==> config.mk <==
export PLATFORM = sky130hd
export DESIGN_NAME = bin_to_bcd_seq_flat
export DESIGN_NICKNAME = d
export VERILOG_FILES = /design/src/rtl/bin_to_bcd_seq_pkg.sv /design/src/rtl/bin_to_bcd_seq_if.sv /design/src/rtl/bin_to_bcd_seq_digit_adj.sv /design/src/rtl/bin_to_bcd_seq.sv /design/src/flat_wrapper.sv
export SDC_FILE = /design/constraint.sdc
export NUM_CORES = 1
export LEC_CHECK = 0
export BUFFER_PORTS_ARGS = -buffer_cell sky130_fd_sc_hd__buf_2
export CAP_MARGIN = 20
export CELL_PAD_IN_SITES_DETAIL_PLACEMENT = 1
export CELL_PAD_IN_SITES_GLOBAL_PLACEMENT = 2
export CORE_ASPECT_RATIO = 1.1
export CORE_MARGIN = 10
export CORE_UTILIZATION = 30
export CTS_BUF_LIST = sky130_fd_sc_hd__clkbuf_2 sky130_fd_sc_hd__clkbuf_4 sky130_fd_sc_hd__clkbuf_8
export CTS_CLUSTER_SIZE = 25
export DETAILED_ROUTE_END_ITERATION = 10
export PLACE_DENSITY_LB_ADDON = 0.12
export SYNTH_ARGS = -nofsm -noshare
export SYNTH_HDL_FRONTEND = slang
export SYNTH_SLANG_ARGS = --single-unit
==> constraint.sdc <==
create_clock -name clk -period 2 [get_ports clk]
set_input_delay 0.4 -clock clk [delete_from_list [all_inputs] [get_ports clk]]
set_output_delay 0.4 -clock clk [all_outputs]
set_load 0.03 [all_outputs]
==> src/rtl/bin_to_bcd_seq_pkg.sv <==
// Shared types and constants for the sequential binary-to-BCD converter.
package seg_pkg;

  typedef enum logic [1:0] {
    IDLE,
    SHIFT,
    DONE
  } state_t;

  localparam int unsigned BCD_DIGIT_W = 4;
  localparam logic [3:0]  ADD3_THRESH = 4'd5;
  localparam logic [3:0]  BCD_NINE    = 4'h9;

endpackage

==> src/rtl/bin_to_bcd_seq_if.sv <==
// Start/busy/done handshake and result bus of the binary-to-BCD converter.
interface bin_to_bcd_seq_if #(
  parameter int unsigned BIN_W  = 8,
  parameter int unsigned DIGITS = 3
) ();
  import seg_pkg::*;

  logic                          start;
  logic [BIN_W-1:0]              bin;
  logic                          busy;
  logic                          done;
  logic [BCD_DIGIT_W*DIGITS-1:0] bcd;
  logic                          overflow;

  modport master (
    output start, bin,
    input  busy, done, bcd, overflow
  );

  modport slave (
    input  start, bin,
    output busy, done, bcd, overflow
  );

endinterface

==> src/rtl/bin_to_bcd_seq_digit_adj.sv <==
// One double-dabble digit correction: add 3 when the digit is 5 or more.
module bcd_digit_adj
  import seg_pkg::*;
(
  input  logic [BCD_DIGIT_W-1:0] din,
  output logic [BCD_DIGIT_W-1:0] dout
);

  // 4-bit add, no carry out: a digit <= 9 never exceeds 12 after correction
  always_comb begin
    dout = (din >= ADD3_THRESH) ? din + 4'd3 : din;
  end

endmodule

==> src/rtl/bin_to_bcd_seq.sv <==
// Sequential binary-to-BCD converter, one input bit per clock (shift-add-3).
module bin_to_bcd_seq
  import seg_pkg::*;
#(
  parameter int unsigned BIN_W  = 8,
  parameter int unsigned DIGITS = 3
) (
  input  logic            clk,
  input  logic            rst_n,
  bin_to_bcd_seq_if.slave bus
);

  localparam int unsigned BCD_W    = BCD_DIGIT_W * DIGITS;
  localparam int unsigned CNT_W    = (BIN_W > 1) ? $clog2(BIN_W) : 1;
  localparam logic [CNT_W-1:0] CNT_LAST = CNT_W'(BIN_W - 1);

  state_t             state, state_nxt;
  logic [BIN_W-1:0]   shreg;
  logic [BCD_W-1:0]   scratch;
  logic [BCD_W-1:0]   adj;
  logic [BCD_W-1:0]   scratch_sh;
  logic               ovf;
  logic               ovf_sh;
  logic [CNT_W-1:0]   cnt;
  logic [BCD_W-1:0]   bcd_q;
  logic               ovf_q;
  logic               busy_c;
  logic               done_c;

  for (genvar g = 0; g < DIGITS; g++) begin : g_adj
    bcd_digit_adj u_adj (
      .din  (scratch[g*BCD_DIGIT_W +: BCD_DIGIT_W]),
      .dout (adj[g*BCD_DIGIT_W +: BCD_DIGIT_W])
    );
  end

  // Corrected scratch shifted left with the next binary bit entering at the bottom
  always_comb begin
    scratch_sh = {adj[BCD_W-2:0], shreg[BIN_W-1]};
    ovf_sh     = ovf | adj[BCD_W-1];
  end

  // State register
  always_ff @(posedge clk or negedge rst_n) begin
    if (!rst_n) state <= IDLE;
    else        state <= state_nxt;
  end

  // Next-state and handshake outputs
  always_comb begin
    state_nxt = state;
    busy_c    = 1'b0;
    done_c    = 1'b0;
    case (state)
      IDLE: begin
        if (bus.start) state_nxt = SHIFT;
      end
      SHIFT: begin
        busy_c = 1'b1;
        if (cnt == '0) state_nxt = DONE;
      end
      DONE: begin
        busy_c    = 1'b1;
        done_c    = 1'b1;
        state_nxt = IDLE;
      end
      default: state_nxt = IDLE;
    endcase
  end

  // Shift register, scratch digits, bit counter and result registers
  always_ff @(posedge clk or negedge rst_n) begin
    if (!rst_n) begin
      shreg   <= '0;
      scratch <= '0;
      ovf     <= 1'b0;
      cnt     <= '0;
      bcd_q   <= '0;
      ovf_q   <= 1'b0;
    end else begin
      case (state)
        IDLE: begin
          if (bus.start) begin
            shreg   <= bus.bin;
            scratch <= '0;
            ovf     <= 1'b0;
            cnt     <= CNT_LAST;
          end
        end
        SHIFT: begin
          shreg   <= shreg << 1;
          scratch <= scratch_sh;
          ovf     <= ovf_sh;
          if (cnt != '0) begin
            cnt <= cnt - CNT_W'(1);
          end else begin
            // Result registered from the final shift on the edge entering DONE,
            // so it is already visible during the done cycle.
            bcd_q <= ovf_sh ? {DIGITS{BCD_NINE}} : scratch_sh;
            ovf_q <= ovf_sh;
          end
        end
        default: ;
      endcase
    end
  end

  assign bus.busy     = busy_c;
  assign bus.done     = done_c;
  assign bus.bcd      = bcd_q;
  assign bus.overflow = ovf_q;

endmodule

==> src/flat_wrapper.sv <==
// flat-port wrapper written by rule: the top's interface ports become plain ports
module bin_to_bcd_seq_flat import seg_pkg::*;
#(
  parameter int unsigned BIN_W  = 8,
  parameter int unsigned DIGITS = 3
)
  (clk, rst_n, bus_start, bus_bin, bus_busy, bus_done, bus_bcd, bus_overflow);
  bin_to_bcd_seq_if #(.BIN_W(BIN_W), .DIGITS(DIGITS)) bus_i ();
  input  logic clk;
  input  logic rst_n;
  input wire logic [$bits(bus_i.start)-1:0] bus_start;
  input wire logic [$bits(bus_i.bin)-1:0] bus_bin;
  output wire logic [$bits(bus_i.busy)-1:0] bus_busy;
  output wire logic [$bits(bus_i.done)-1:0] bus_done;
  output wire logic [$bits(bus_i.bcd)-1:0] bus_bcd;
  output wire logic [$bits(bus_i.overflow)-1:0] bus_overflow;
  assign bus_i.start = bus_start;
  assign bus_i.bin = bus_bin;
  assign bus_busy = bus_i.busy;
  assign bus_done = bus_i.done;
  assign bus_bcd = bus_i.bcd;
  assign bus_overflow = bus_i.overflow;
  bin_to_bcd_seq #(.BIN_W(BIN_W), .DIGITS(DIGITS)) u_core (.clk(clk), .rst_n(rst_n), .bus(bus_i));
endmodule
==> results of run 1 <==
## worst min path at each step
stage	from	to	slack, ns	cells past startpoint
2_1_floorplan	rst_n	u_core.bus.bcd[0]$_DFFE_PN0P_	0.10	0
3_3_place_gp	rst_n	u_core.bus.bcd[8]$_DFFE_PN0P_	0.41	1
3_5_place_dp	rst_n	u_core.bus.bcd[8]$_DFFE_PN0P_	0.42	1
4_1_cts	rst_n	u_core.bus.bcd[8]$_DFFE_PN0P_	0.1	1
5_1_grt	rst_n	u_core.bus.bcd[8]$_DFFE_PN0P_	0.1	1
6_report	rst_n	u_core.bus.bcd[8]$_DFFE_PN0P_	0.07	1
## through the flow
stage | instance area, sq um | setup slack (ns) | std cells
6_report | 2380 | 0.163 | 316
3_5_place_dp | 2240 | 0.0784 | 308
2_1_floorplan | 1960 | 0.250 | 202
3_3_place_gp | 2240 | 0.196 | 308
4_1_cts | 2370 | 0.0733 | 316
5_1_grt | 2380 | 0.0233 | 316
## state kept, by name, indices dropped and copies added, names as in the netlist
| signal | flops |
|---|---|
| u_core.bus.bcd | 12 |
| u_core.scratch | 12 |
| u_core.shreg | 8 |
| u_core.cnt | 3 |
| u_core.state | 2 |
| u_core.bus.overflow | 1 |
| u_core.ovf | 1 |
## power by group through the flow
stage	clock [W]	sequential, W	combinational [W]
3_3_place_gp	0	0.00127	0.00163
6_report	0.000799	0.00128	0.00168
3_5_place_dp	0	0.00130	0.00170
2_1_floorplan	0	0.00138	0.00104
5_1_grt	0.000870	0.00133	0.00189
4_1_cts	0.000828	0.00128	0.00171
## layer usage
layer	track usage [%]	vias to the layer above	share of wire [%]
met3	3.03	8	4.4
li1	-	762	-
met5	0	-	0
met2	17.0	26	50
met4	2.64	0	1.2
met1	10.9	743	44
## layout make-up
| class | instances | area, sq um |
|---|---|---|
| multi-input cells | 141 | 906 |
| fillers | 736 | 3890 |
| inverters | 13 | 48.8 |
| flip-flops and latches | 39 | 976 |
| repair buffers | 35 | 213 |
| well taps | 80 | 100 |
| clock inverters | 2 | 60.1 |
| clock buffers | 6 | 76.3 |
## cells in the final DEF, fill, tap and decap left out, types with 2 or more instances in the layout
cell	synthesis	layout
a21oi_1	16	16
mux2_2	3	3
xnor2_1	3	3
bufinv_16	0	2
nand2b_1	4	4
mux2i_1	8	7
nor2_1	12	12
buf_2	1	25
buf_4	0	9
inv_1	13	13
nand2_1	29	29
dfrtp_1	39	39
clkbuf_8	0	5
a31oi_1	6	6
o21ai_0	23	23
nor2b_1	2	2
o31ai_1	6	6
nor3b_1	6	6
ha_1	12	12
## kinds of logic (layout without fill, tap and decap cells)
kind of cell / count (synthesis) / after routing / synth area share (%)
simple gates: 59 / 59 / 14.1
compound gates: 56 / 56 / 16.9
flops: 39 / 39 / 49.9
buf+inv: 22 / 56 / 4.28
fa+ha+maj: 12 / 12 / 7.67
mux: 11 / 11 / 5.82
xor+xnor: 3 / 3 / 1.34
==> metrics.md, run 1 <==
| Metric | Value |
|---|---|
| Run status | completed |
| Net Sw Power | 0.00152 W |
| Clock transition at path regs | 0.08 ns |
| Syn nets | 225 |
| Reg2Reg Capture Point | u_core.bus.bcd[10]$_DFFE_PN0P_ |
| WHS | 0.0671 ns |
| WL final | 4.83 mm |
| Leak | 1.12 nW |
| Required time worst endpoint | 2.20 ns |
| # diodes | 0 |
| R2R depth | 6 |
| 1st-iter DRT viols | 47 |
| Critical path buffers and inverters | 1 |
| Yosys warnings | 0 |
| GRT Util Overall | 9.63% |
| Setup_tns | 0 ns |
| Unrepaired setup endpoints after global routing | no |
| Core area | 6270 sq um |
| Via count | 1,539 |
| Root buf cell | clkbuf_8 |
| DRC | 0 |
| H-tree depth | 2 |
| Post-layout util | 38.0% |
| Syn Area/Cell | 9.69 sq um |
| PortBufs | 25 |
| Post-DR wirelength/cell | 15.3 microns |
| Area Growth Syn to Fin | 21.6% |
| Hold Fails Final Rpt | 0 |
| Worst EP arrival | 2.04 ns |
| Clock share of power | 21.3% |
| Routability Congestion | 0.743 |
| Gate Count Post-Synth | 202 |
| Hold WC Path Type | in2async |
| CP startpoint kind | flip-flop |
| CP Launch Point | u_core.scratch[9]$_DFFE_PN0P_ |
| Initial Util | 31.2% |
| Seq pwr share | 34.1% |
| Die extent in y | 105 microns |
| Logic pwr share | 44.6% |
| Internal Dissipation | 0.00224 W |
| CP max stage cell | or3_4 |
| # rows | 30 |
| Initial antenna violation count | 0 |
| Synthesized area | 1960 sq um |
| Final number of setup-violating endpoints | 0 |
| Net Sw Frac | 40.4% |
| Worst R2R Setup Slack | 0.16 ns |
| Vias per cell | 4.87 |
| TritonCTS clock tree | done |
| Clk_lat worst skew | 0.30 ns |
| Worst-path fanout max | 6 |
| Post-CTS setup buffers | 0 |
| Post-synth EDFFs | 0 |
| Period utilization | 91.8% |
| CP endpoint kind | flip-flop |
| Cells along the critical path | inv_1, ha_1, nand2b_1, nor3b_1, or3_4, o41ai_2 |
| Worst r2r src | u_core.scratch[9]$_DFFE_PN0P_ |
| Critical path depth in cells | 6 |
| Critical path class | reg2reg |
| Clock sinks | 39 |
| Final Power | 0.00375 W |
| End point of the critical path | u_core.bus.bcd[10]$_DFFE_PN0P_ |
| Clock skew | 0.0103 ns |
| Grt total ovfl | 0 |
| Synth area leader | dfrtp_1 |
| Pre-antenna DRT Iters | 4 |
| Largest net degree at the start of global routing | 21 |
| First-pass GRT wire length | 8.25 mm |
| Minimum clock period | 1.84 ns |
| Layout net count | 258 |
| Post-synth top cells | 39 x dfrtp_1, 29 x nand2_1, 23 x o21ai_0, 16 x a21oi_1, 13 x inv_1 |
| Pwr per Cell Area | 1580 nW/um^2 |
| Die area | 10,200 sq um |
| Number of nets with antenna violations after routing | 0 |
| I/O pins | 26 |
| Critical path's largest stage delay | 0.41 ns |
| Post-synth top area share | 49.9% |
| #FFs+latches synth | 39 |
| CTS resizes | 0 |
| Predominant post-synthesis flop cell | dfrtp_1 |
| Horiz. Die Dim | 97.0 microns |
| Slew @ Worst Pin | 0.535 ns |
| HPWL after DPL | 3.71 mm |
| Max Freq | 544 MHz |
| Maximum vdd drop | 0.427 mV |
| Yosys cell types | 29 |
| Hold_buf cts | 0 |
| Synth async-reset ratio | 100% |
| Register area share after synthesis | 49.9% |
| CTS Buf Count | 5 |
| Clock buffer depth | 2 |
| Maxcap violations | 0 |
| Max Slew Vio Count | 0 |
| Vias in the first global route | 1,683 |
| Delay-heaviest family, CP | simple AND/OR/NAND/NOR gates |
| Layout cell share with drive strength beyond 1 | 21.6% |
| Synth area leaders | dfrtp_1 50%, ha_1 7.7%, o21ai_0 5.9% |
| Slew headroom | 64.3% |
| Count leader, synth | dfrtp_1 |
No activity file was read; power rests on OpenSTA's default activity.
==> inputs of run 2 (changes only) <==
ABC_AREA = 1   (was unset)
==> run 2 against run 1 <==
  * Clock skew is essentially flat
  * Non-clock buffer count shrank 5
  * Sequential share of layout area fell by 0.91 points
  * Worst setup slack better by 0.17 ns
  * Wire length rose by 14%
  * Hold slack improved by 0.075 ns
  * Cell count grew 19%
  * Maximum frequency is 10% higher
==> metrics.md, run 2 <==
| Metric | Value |
|---|---|
| Run status | completed |
| Internal Dissipation | 0.00212 W (-5.3%) |
| Unrepaired setup endpoints after global routing | no |
| Die area | 10,800 sq um (+6.7%) |
| Seq pwr share | 32.1% (-2.0 points) |
| Initial Util | 30.4% (-0.78 points) |
| Post-DR wirelength/cell | 14.7 microns (-4.0%) |
| Vias per cell | 4.77 (-2.0%) |
| Clock buffer depth | 2 (unchanged) |
| Maxcap violations | 0 (unchanged) |
| Cells along the critical path | inv_1, ha_1, nand2_4, inv_2, nand3_1, nor2_1, nor2_1 |
| Slew @ Worst Pin | 0.531 ns (-0.00494 ns) |
| Worst R2R Setup Slack | 0.33 ns (+0.17 ns) |
| Met2 wire length | 2.52 mm (+3.5%) |
| Commonest non-fill, non-tap cell in the layout | nand2_1 |
| # rows | 32 (+6.7%) |
| I/O pins | 26 (unchanged) |
| Logic pwr share | 54.2% (+9.6 points) |
| Syn nets | 283 (+26%) |
| CTS Buf Count | 5 (unchanged) |
| Required time worst endpoint | 2.20 ns (about the same) |
| Net Sw Frac | 48.7% (+8.3 points) |
| First-pass GRT wire length | 9.43 mm (+14%) |
| Synth Area in Adders | 7.08% (-0.59 points) |
| WHS | 0.142 ns (+0.0752 ns) |
| Synth async-reset ratio | 100% (unchanged) |
| Maximum vdd drop | 0.784 mV (+84%) |
| Max Slew Vio Count | 0 (unchanged) |
| R2R depth | 7 (+1) |
| Number of nets with antenna violations after routing | 0 (unchanged) |
| WL met3 | 197 microns (-7.5%) |
| Clock transition at path regs | 0.09 ns (about the same) |
| Placed Cells | 367 (+19%) |
| Layout net count | 312 (+21%) |
| Largest family of logic cells by synthesized area | simple AND/OR/NAND/NOR gates |
| Net Sw Power | 0.00201 W (+32%) |
| Reg2Reg Capture Point | u_core.bus.bcd[8]$_DFFE_PN0P_ |
| Fill count | 861 (+17%) |
| Post-synth top cells | 57 x nand2_1, 39 x dfrtp_1, 35 x inv_1, 27 x nand3_1, 26 x o21ai_1 |
| Worst slack, placed | 0.296 ns (+0.218 ns) |
| Synth area leader | dfrtp_1 |
| Vias in the first global route | 1,877 (+12%) |
| Most frequent CP cell | nor2_1 |
| HPWL after DPL | 4.06 mm (+9.4%) |
| Post-CTS setup buffers | 0 (unchanged) |
| Minimum clock period | 1.67 ns (-0.169 ns) |
| Period utilization | 83.4% (-8.4 points) |
| Layout cell share with drive strength beyond 1 | 18.3% (-3.3 points) |
| DRT met1 WL | 2.71 mm (+28%) |
| TritonCTS clock tree | done |
| H-tree depth | 2 (unchanged) |
| Max layer used | met4 |
| Synth Area in Compound Gates | 12.7% (-4.2 points) |
| #FFs+latches synth | 39 (unchanged) |
| Max Freq | 599 MHz (+10%) |
| Final number of setup-violating endpoints | 0 (unchanged) |
| PortBufs | 25 (unchanged) |
| Largest net degree at the start of global routing | 40 (+90%) |
| Synth area leaders | dfrtp_1 46%, nand2_1 10%, ha_1 7.1% |
| Post-synthesis simple-gate area fraction | 23.8% (+9.7 points) |
| Initial antenna violation count | 0 (unchanged) |
| Critical path's largest stage delay | 0.40 ns (about the same) |
| Grt total ovfl | 0 (unchanged) |
| Post-synth EDFFs | 0 (unchanged) |
| Pre-antenna DRT Iters | 4 (unchanged) |
| Slew headroom | 64.6% (+0.33 points) |
| Clk_lat worst skew | 0.30 ns (about the same) |
| Synth Area in XOR/XNOR | 0.413% (-0.93 points) |
| 1st-iter DRT viols | 37 (-21%) |
| Area Growth Syn to Fin | 14.7% |
| WL final | 5.50 mm (+14%) |
| CTS resizes | 0 (unchanged) |
| Hold WC Path Type | in2async |
| CP max stage cell | dfrtp_1 |
| Root buf cell | clkbuf_8 |
| Yosys cell types | 24 (-17%) |
| Post-synth top area share | 46.0% (-3.9 points) |
| Horiz. Die Dim | 100 microns (+3.3%) |
| DRC | 0 (unchanged) |
| Clock sinks | 39 (unchanged) |
| Yosys warnings | 0 (unchanged) |
| Setup ws final | 0.332 ns (+0.169 ns) |
| Cell Count, Final, Fillers Out | 375 (+19%) |
| CP endpoint kind | flip-flop |
| Clock skew | 0.0104 ns (+0.000145 ns) |
| Worst EP arrival | 1.87 ns (-0.17 ns) |
| Routability Congestion | 0.809 (+8.9%) |
| Critical path class | reg2reg |
| Via count | 1,789 (+16%) |
| CP startpoint kind | flip-flop |
| Clock share of power | 13.7% (-7.6 points) |
| Syn Area/Cell | 8.16 sq um (-16%) |
| Synthesized area | 2120 sq um (+8.4%) |
| Pwr per Cell Area | 1700 nW/um^2 (+7.5%) |
| Worst-path fanout max | 15 (+9) |
| GRT Util Overall | 10.7% (+1.0 points) |
| Leak | 1.27 nW (+14%) |
| Count leader, synth | nand2_1 |
| Die extent in y | 108 microns (+3.3%) |
| Hold Fails Final Rpt | 0 (unchanged) |
| Worst r2r src | u_core.state[1]$_DFFE_PN0P_ |
| Core area | 6970 sq um (+11%) |
| Mux cell area share after synthesis | 0% (-5.8 points) |
| Predominant post-synthesis flop cell | dfrtp_1 |
| Gate Count Post-Synth | 260 (+29%) |
| Post-layout util | 34.9% (-3.0 points) |
| Register area share after synthesis | 46.0% (-3.9 points) |
| Setup_tns | 0 ns (unchanged) |
| Hold_buf cts | 0 (unchanged) |
| # diodes | 0 (unchanged) |
| Most frequent cells in the layout | 57 x nand2_1, 39 x dfrtp_1, 35 x inv_1 |
## run 2: cell count changes after synthesis, sizes merged, moves of 8 or more
| cell | previous run | this run |
|---|---|---|
| a21oi | 16 | 5 |
| o21ai | 24 | 32 |
| nand3 | 1 | 28 |
| o211ai | 0 | 8 |
| inv | 13 | 41 |
| nand2 | 29 | 59 |
| mux2i | 8 | 0 |
## run 2: layout make-up
class	count	area (sq um)	share of cell area [%]
Clock buffer	5	68.8	2.83
Multi-Input combinational cell	172	933	38.4
Sequential cell	39	976	40.1
Inverter	41	154	6.32
Clock inverter	3	20.0	0.823
Timing Repair Buffer	30	175	7.20
Tap cell	85	106	4.37
## run 2: worst max-delay path, delay by kind of cell, from the launching register on
kind / cells / cell delay [ns]
buffers and inverters: 2 / 0.35
and+or+nand+nor: 4 / 0.44
adders and majority gates: 1 / 0.37
DFF: 1 / 0.40
## run 2: per-stage QoR
step | power, W | area [sq um]
2_1_floorplan | 0.00297 | 2120
3_3_place_gp | 0.00361 | 2340
3_5_place_dp | 0.00361 | 2340
4_1_cts | 0.00420 | 2430
5_1_grt | 0.00455 | 2430
6_report | 0.00413 | 2430
## run 2: worst max path at each step
| stage | from | endpoint | slack, ns |
|---|---|---|---|
| 2_1_floorplan | u_core.state[0]$_DFFE_PN0P_ | u_core.ovf$_DFFE_PN0P_ | 0.64 |
| 3_3_place_gp | u_core.state[1]$_DFFE_PN0P_ | u_core.bus.bcd[8]$_DFFE_PN0P_ | 0.36 |
| 3_5_place_dp | u_core.state[1]$_DFFE_PN0P_ | u_core.bus.bcd[8]$_DFFE_PN0P_ | 0.30 |
| 4_1_cts | u_core.state[1]$_DFFE_PN0P_ | u_core.bus.bcd[8]$_DFFE_PN0P_ | 0.29 |
| 5_1_grt | u_core.state[1]$_DFFE_PN0P_ | u_core.bus.bcd[8]$_DFFE_PN0P_ | 0.14 |
| 6_report | u_core.state[1]$_DFFE_PN0P_ | u_core.bus.bcd[8]$_DFFE_PN0P_ | 0.33 |
## run 2: cells by family after synthesis
family / count (synthesis)
AOI/OAI and AO/OA: 47
and+or+nand+nor: 112
adders and majority gates: 12
buffers and inverters: 49
DFF: 39
xor gates and xnor gates: 1
## run 2: layer usage
layer  vias up  track usage [%]
met1       862             14.0
met5         -                0
met3         7             2.87
met4         0             3.33
met2        24             16.7
li1        896                -
## run 2: power by group through the flow
stage | clock network (W) | registers (W) | logic [W]
global route | 0.000625 | 0.00137 | 0.00255
finish | 0.000566 | 0.00132 | 0.00224
floorplan | 0 | 0.00152 | 0.00146
CTS | 0.000585 | 0.00133 | 0.00228
global placement | 0 | 0.00134 | 0.00227
detailed placement | 0 | 0.00134 | 0.00227
==> inputs of run 3 (changes only) <==
ABC_AREA = 0   (was 1)
clock period = 1.65 ns   (was 2 ns; I/O delays follow)
==> run 3 against run 2 <==
  * Count of clock-buffer cells in the layout rose by 1
  * Critical path depth fell by 1
  * Cell count fell by 13%
  * Worst setup slack got worse by 0.33 ns
  * Global-route usage fell by 1.0 points
  * Cell area rose by 4.7%
  * Combinational power rose by 12%
  * Clock power rose by 9.4%
  * Sequential share of layout area fell by 1.8 points
==> metrics.md, run 3 (synthesized netlist as in run 1, its figures left out) <==
| Metric | Value |
|---|---|
| Horiz. Die Dim | 97.0 microns (-3.2%) |
| Worst EP arrival | 1.84 ns (-0.03 ns) |
| Cells along the critical path | inv_2, ha_2, nand2b_4, nor3b_4, or3_4, o31ai_2 |
| Most frequent cells in the layout | 39 x dfrtp_1, 28 x nand2_1, 25 x buf_2 |
| Core area | 6270 sq um (-10%) |
| Worst slack, placed | -0.0951 ns (-0.392 ns) |
| First-pass GRT wire length | 8.28 mm (-12%) |
| CTS Buf Count | 5 (unchanged) |
| Critical path's largest stage delay | 0.39 ns (about the same) |
| Internal Dissipation | 0.00271 W (+28%) |
| Slew @ Worst Pin | 0.515 ns (-0.0155 ns) |
| Maxcap violations | 0 (unchanged) |
| Grt total ovfl | 0 (unchanged) |
| Initial Util | 31.2% (+0.78 points) |
| Layout cell share with drive strength beyond 1 | 34.7% (+16 points) |
| Clock skew | 0.00735 ns (-0.00310 ns) |
| CP startpoint kind | flip-flop |
| Met1 Track Usage GR | 11.4% (-2.6 points) |
| Pwr per Cell Area | 1840 nW/um^2 (+8.8%) |
| CP endpoint kind | flip-flop |
| WL final | 4.87 mm (-11%) |
| Net Sw Power | 0.00200 W (-0.55%) |
| Clk_lat worst skew | 0.29 ns (about the same) |
| Hold_buf cts | 0 (unchanged) |
| Max Slew Vio Count | 0 (unchanged) |
| Commonest non-fill, non-tap cell in the layout | dfrtp_1 |
| 1st-iter DRT viols | 43 (+16%) |
| Minimum clock period | 1.65 ns (-0.0205 ns) |
| Post-DR wirelength/cell | 15.0 microns (+2.1%) |
| # rows | 30 (-6.3%) |
| Run status | completed |
| Clock transition at path regs | 0.08 ns (about the same) |
| Root buf cell | clkbuf_8 |
| Setup ws final | 0.00238 ns (-0.329 ns) |
| Initial antenna violation count | 0 (unchanged) |
| Critical path buffers and inverters | 1 (-1) |
| Unrepaired setup endpoints after global routing | yes |
| Seq pwr share | 33.7% (+1.6 points) |
| Met2 GRT Util | 16.3% (-0.35 points) |
| Die extent in y | 105 microns (-3.2%) |
| Hold WC Path Type | in2async |
| Via count | 1,563 (-13%) |
| Worst r2r src | u_core.scratch[9]$_DFFE_PN0P_ |
| Routability Congestion | 0.782 (-3.4%) |
| DRC | 0 (unchanged) |
| Period utilization | 99.9% (+16 points) |
| Worst R2R Setup Slack | 0.002 ns (-0.33 ns) |
| Net Sw Frac | 42.5% (-6.2 points) |
| Clock sinks | 39 (unchanged) |
| Clock buffer depth | 2 (unchanged) |
| Slew headroom | 65.7% (+1.0 points) |
| Vias per cell | 4.81 (+0.81%) |
| HPWL after DPL | 3.67 mm (-9.7%) |
| Required time worst endpoint | 1.84 ns (-0.36 ns) |
| Number of nets with antenna violations after routing | 0 (unchanged) |
| I/O pins | 26 (unchanged) |
| # diodes | 0 (unchanged) |
| Met3 usage | 3.16% (+0.29 points) |
| CP max stage cell | dfrtp_1 |
| R2R depth | 6 (-1) |
| Die area | 10,200 sq um (-6.3%) |
| GR peak layer | met2 |
| Area Growth Syn to Fin | 30.2% |
| GRT Util Overall | 9.65% (-1.0 points) |
| Logic pwr share | 53.1% (-1.1 points) |
| Cell Count, Final, Fillers Out | 325 (-13%) |
| H-tree depth | 2 (unchanged) |
| Clock share of power | 13.2% (-0.5 points) |
| Pre-antenna DRT Iters | 4 (unchanged) |
| Delay-heaviest family, CP | simple AND/OR/NAND/NOR gates |
| Placed Cells | 315 (-14%) |
| Reg2Reg Capture Point | u_core.bus.bcd[6]$_DFFE_PN0P_ |
| PortBufs | 25 (unchanged) |
| Layout net count | 269 (-14%) |
| Maximum vdd drop | 0.616 mV (-21%) |
| Leak | 1.17 nW (-7.6%) |
| Final number of setup-violating endpoints | 0 (unchanged) |
| Largest net degree at the start of global routing | 40 (unchanged) |
| TritonCTS clock tree | done |
| Max Freq | 607 MHz (+1.2%) |
| Hold Fails Final Rpt | 0 (unchanged) |
| Vias in the first global route | 1,703 (-9.3%) |
| Critical path class | reg2reg |
| Worst-path fanout max | 6 (-9) |
## run 3: changes by cell type in the layout (fill, tap and decap cells not counted), sizes merged, moves of 6 or more
cell / before / now
o31ai: 0 / 6
mux2i: 0 / 8
nand3: 28 / 1
o21ai: 32 / 24
a31oi: 0 / 6
inv: 41 / 13
nor3b: 0 / 6
o211ai: 8 / 0
nand4: 6 / 0
buf: 30 / 46
a21oi: 5 / 16
nand2: 59 / 29
## run 3: repair_timing
action / in CTS / in global routing
setup endpoints to repair: 23 / 36
pin swaps: 1 / 4
buffers inserted: 0 / 5
resized for setup: 9 / 26
gates cloned: 0 / 0
## run 3: layout make-up
class                           instances  area, sq um
Tap cell                               80          100
Fill cell                             698         3720
Clock buffer                            6         76.3
Inverter                               13         48.8
Timing Repair Buffer                   46          290
Multi-Input combinational cell        141         1060
Sequential cell                        39          976
## run 3: per-stage QoR
stage	cell area [sq um]	setup TNS [ns]	hold WS, ns	util (%)	total power [W]
global route	2550	-0.266	0.137	40.7	0.00514
detailed placement	2290	-0.890	0.430	36.5	0.00372
floorplan	1980	0	0.0344	-	0.00299
finish	2550	0	0.0967	40.7	0.00470
CTS	2400	-0.0359	0.121	38.4	0.00444
global placement	2290	-0.0547	0.422	36.5	0.00363
## run 3: how the worst max path moves through the flow
stage,depth (start not counted),slack [ns],from,end
2_1_floorplan,6,0.01,u_core.state[1]$_DFFE_PN0P_,u_core.shreg[2]$_DFFE_PN0P_
3_3_place_gp,7,-0.03,u_core.scratch[8]$_DFFE_PN0P_,u_core.bus.bcd[11]$_DFFE_PN0P_
3_5_place_dp,6,-0.1,u_core.scratch[4]$_DFFE_PN0P_,u_core.bus.bcd[6]$_DFFE_PN0P_
4_1_cts,6,-0.04,u_core.scratch[4]$_DFFE_PN0P_,u_core.bus.bcd[6]$_DFFE_PN0P_
5_1_grt,6,-0.06,u_core.scratch[9]$_DFFE_PN0P_,u_core.bus.bcd[9]$_DFFE_PN0P_
6_report,6,0.002,u_core.scratch[9]$_DFFE_PN0P_,u_core.bus.bcd[6]$_DFFE_PN0P_
## run 3: metal layers
metal | vias up | wire [microns]
met5 | - | 0
met4 | 0 | 42
met3 | 4 | 207
met2 | 26 | 2390
met1 | 758 | 2230
li1 | 775 | -
## run 3: power groups by stage
stage / registers [W] / logic, W / clock network, W
final: 0.00159 / 0.00250 / 0.000619
after global routing: 0.00165 / 0.00281 / 0.000682
after CTS: 0.00156 / 0.00224 / 0.000646
after detailed placement: 0.00157 / 0.00215 / 0
after global placement: 0.00155 / 0.00208 / 0
after floorplan: 0.00167 / 0.00131 / 0
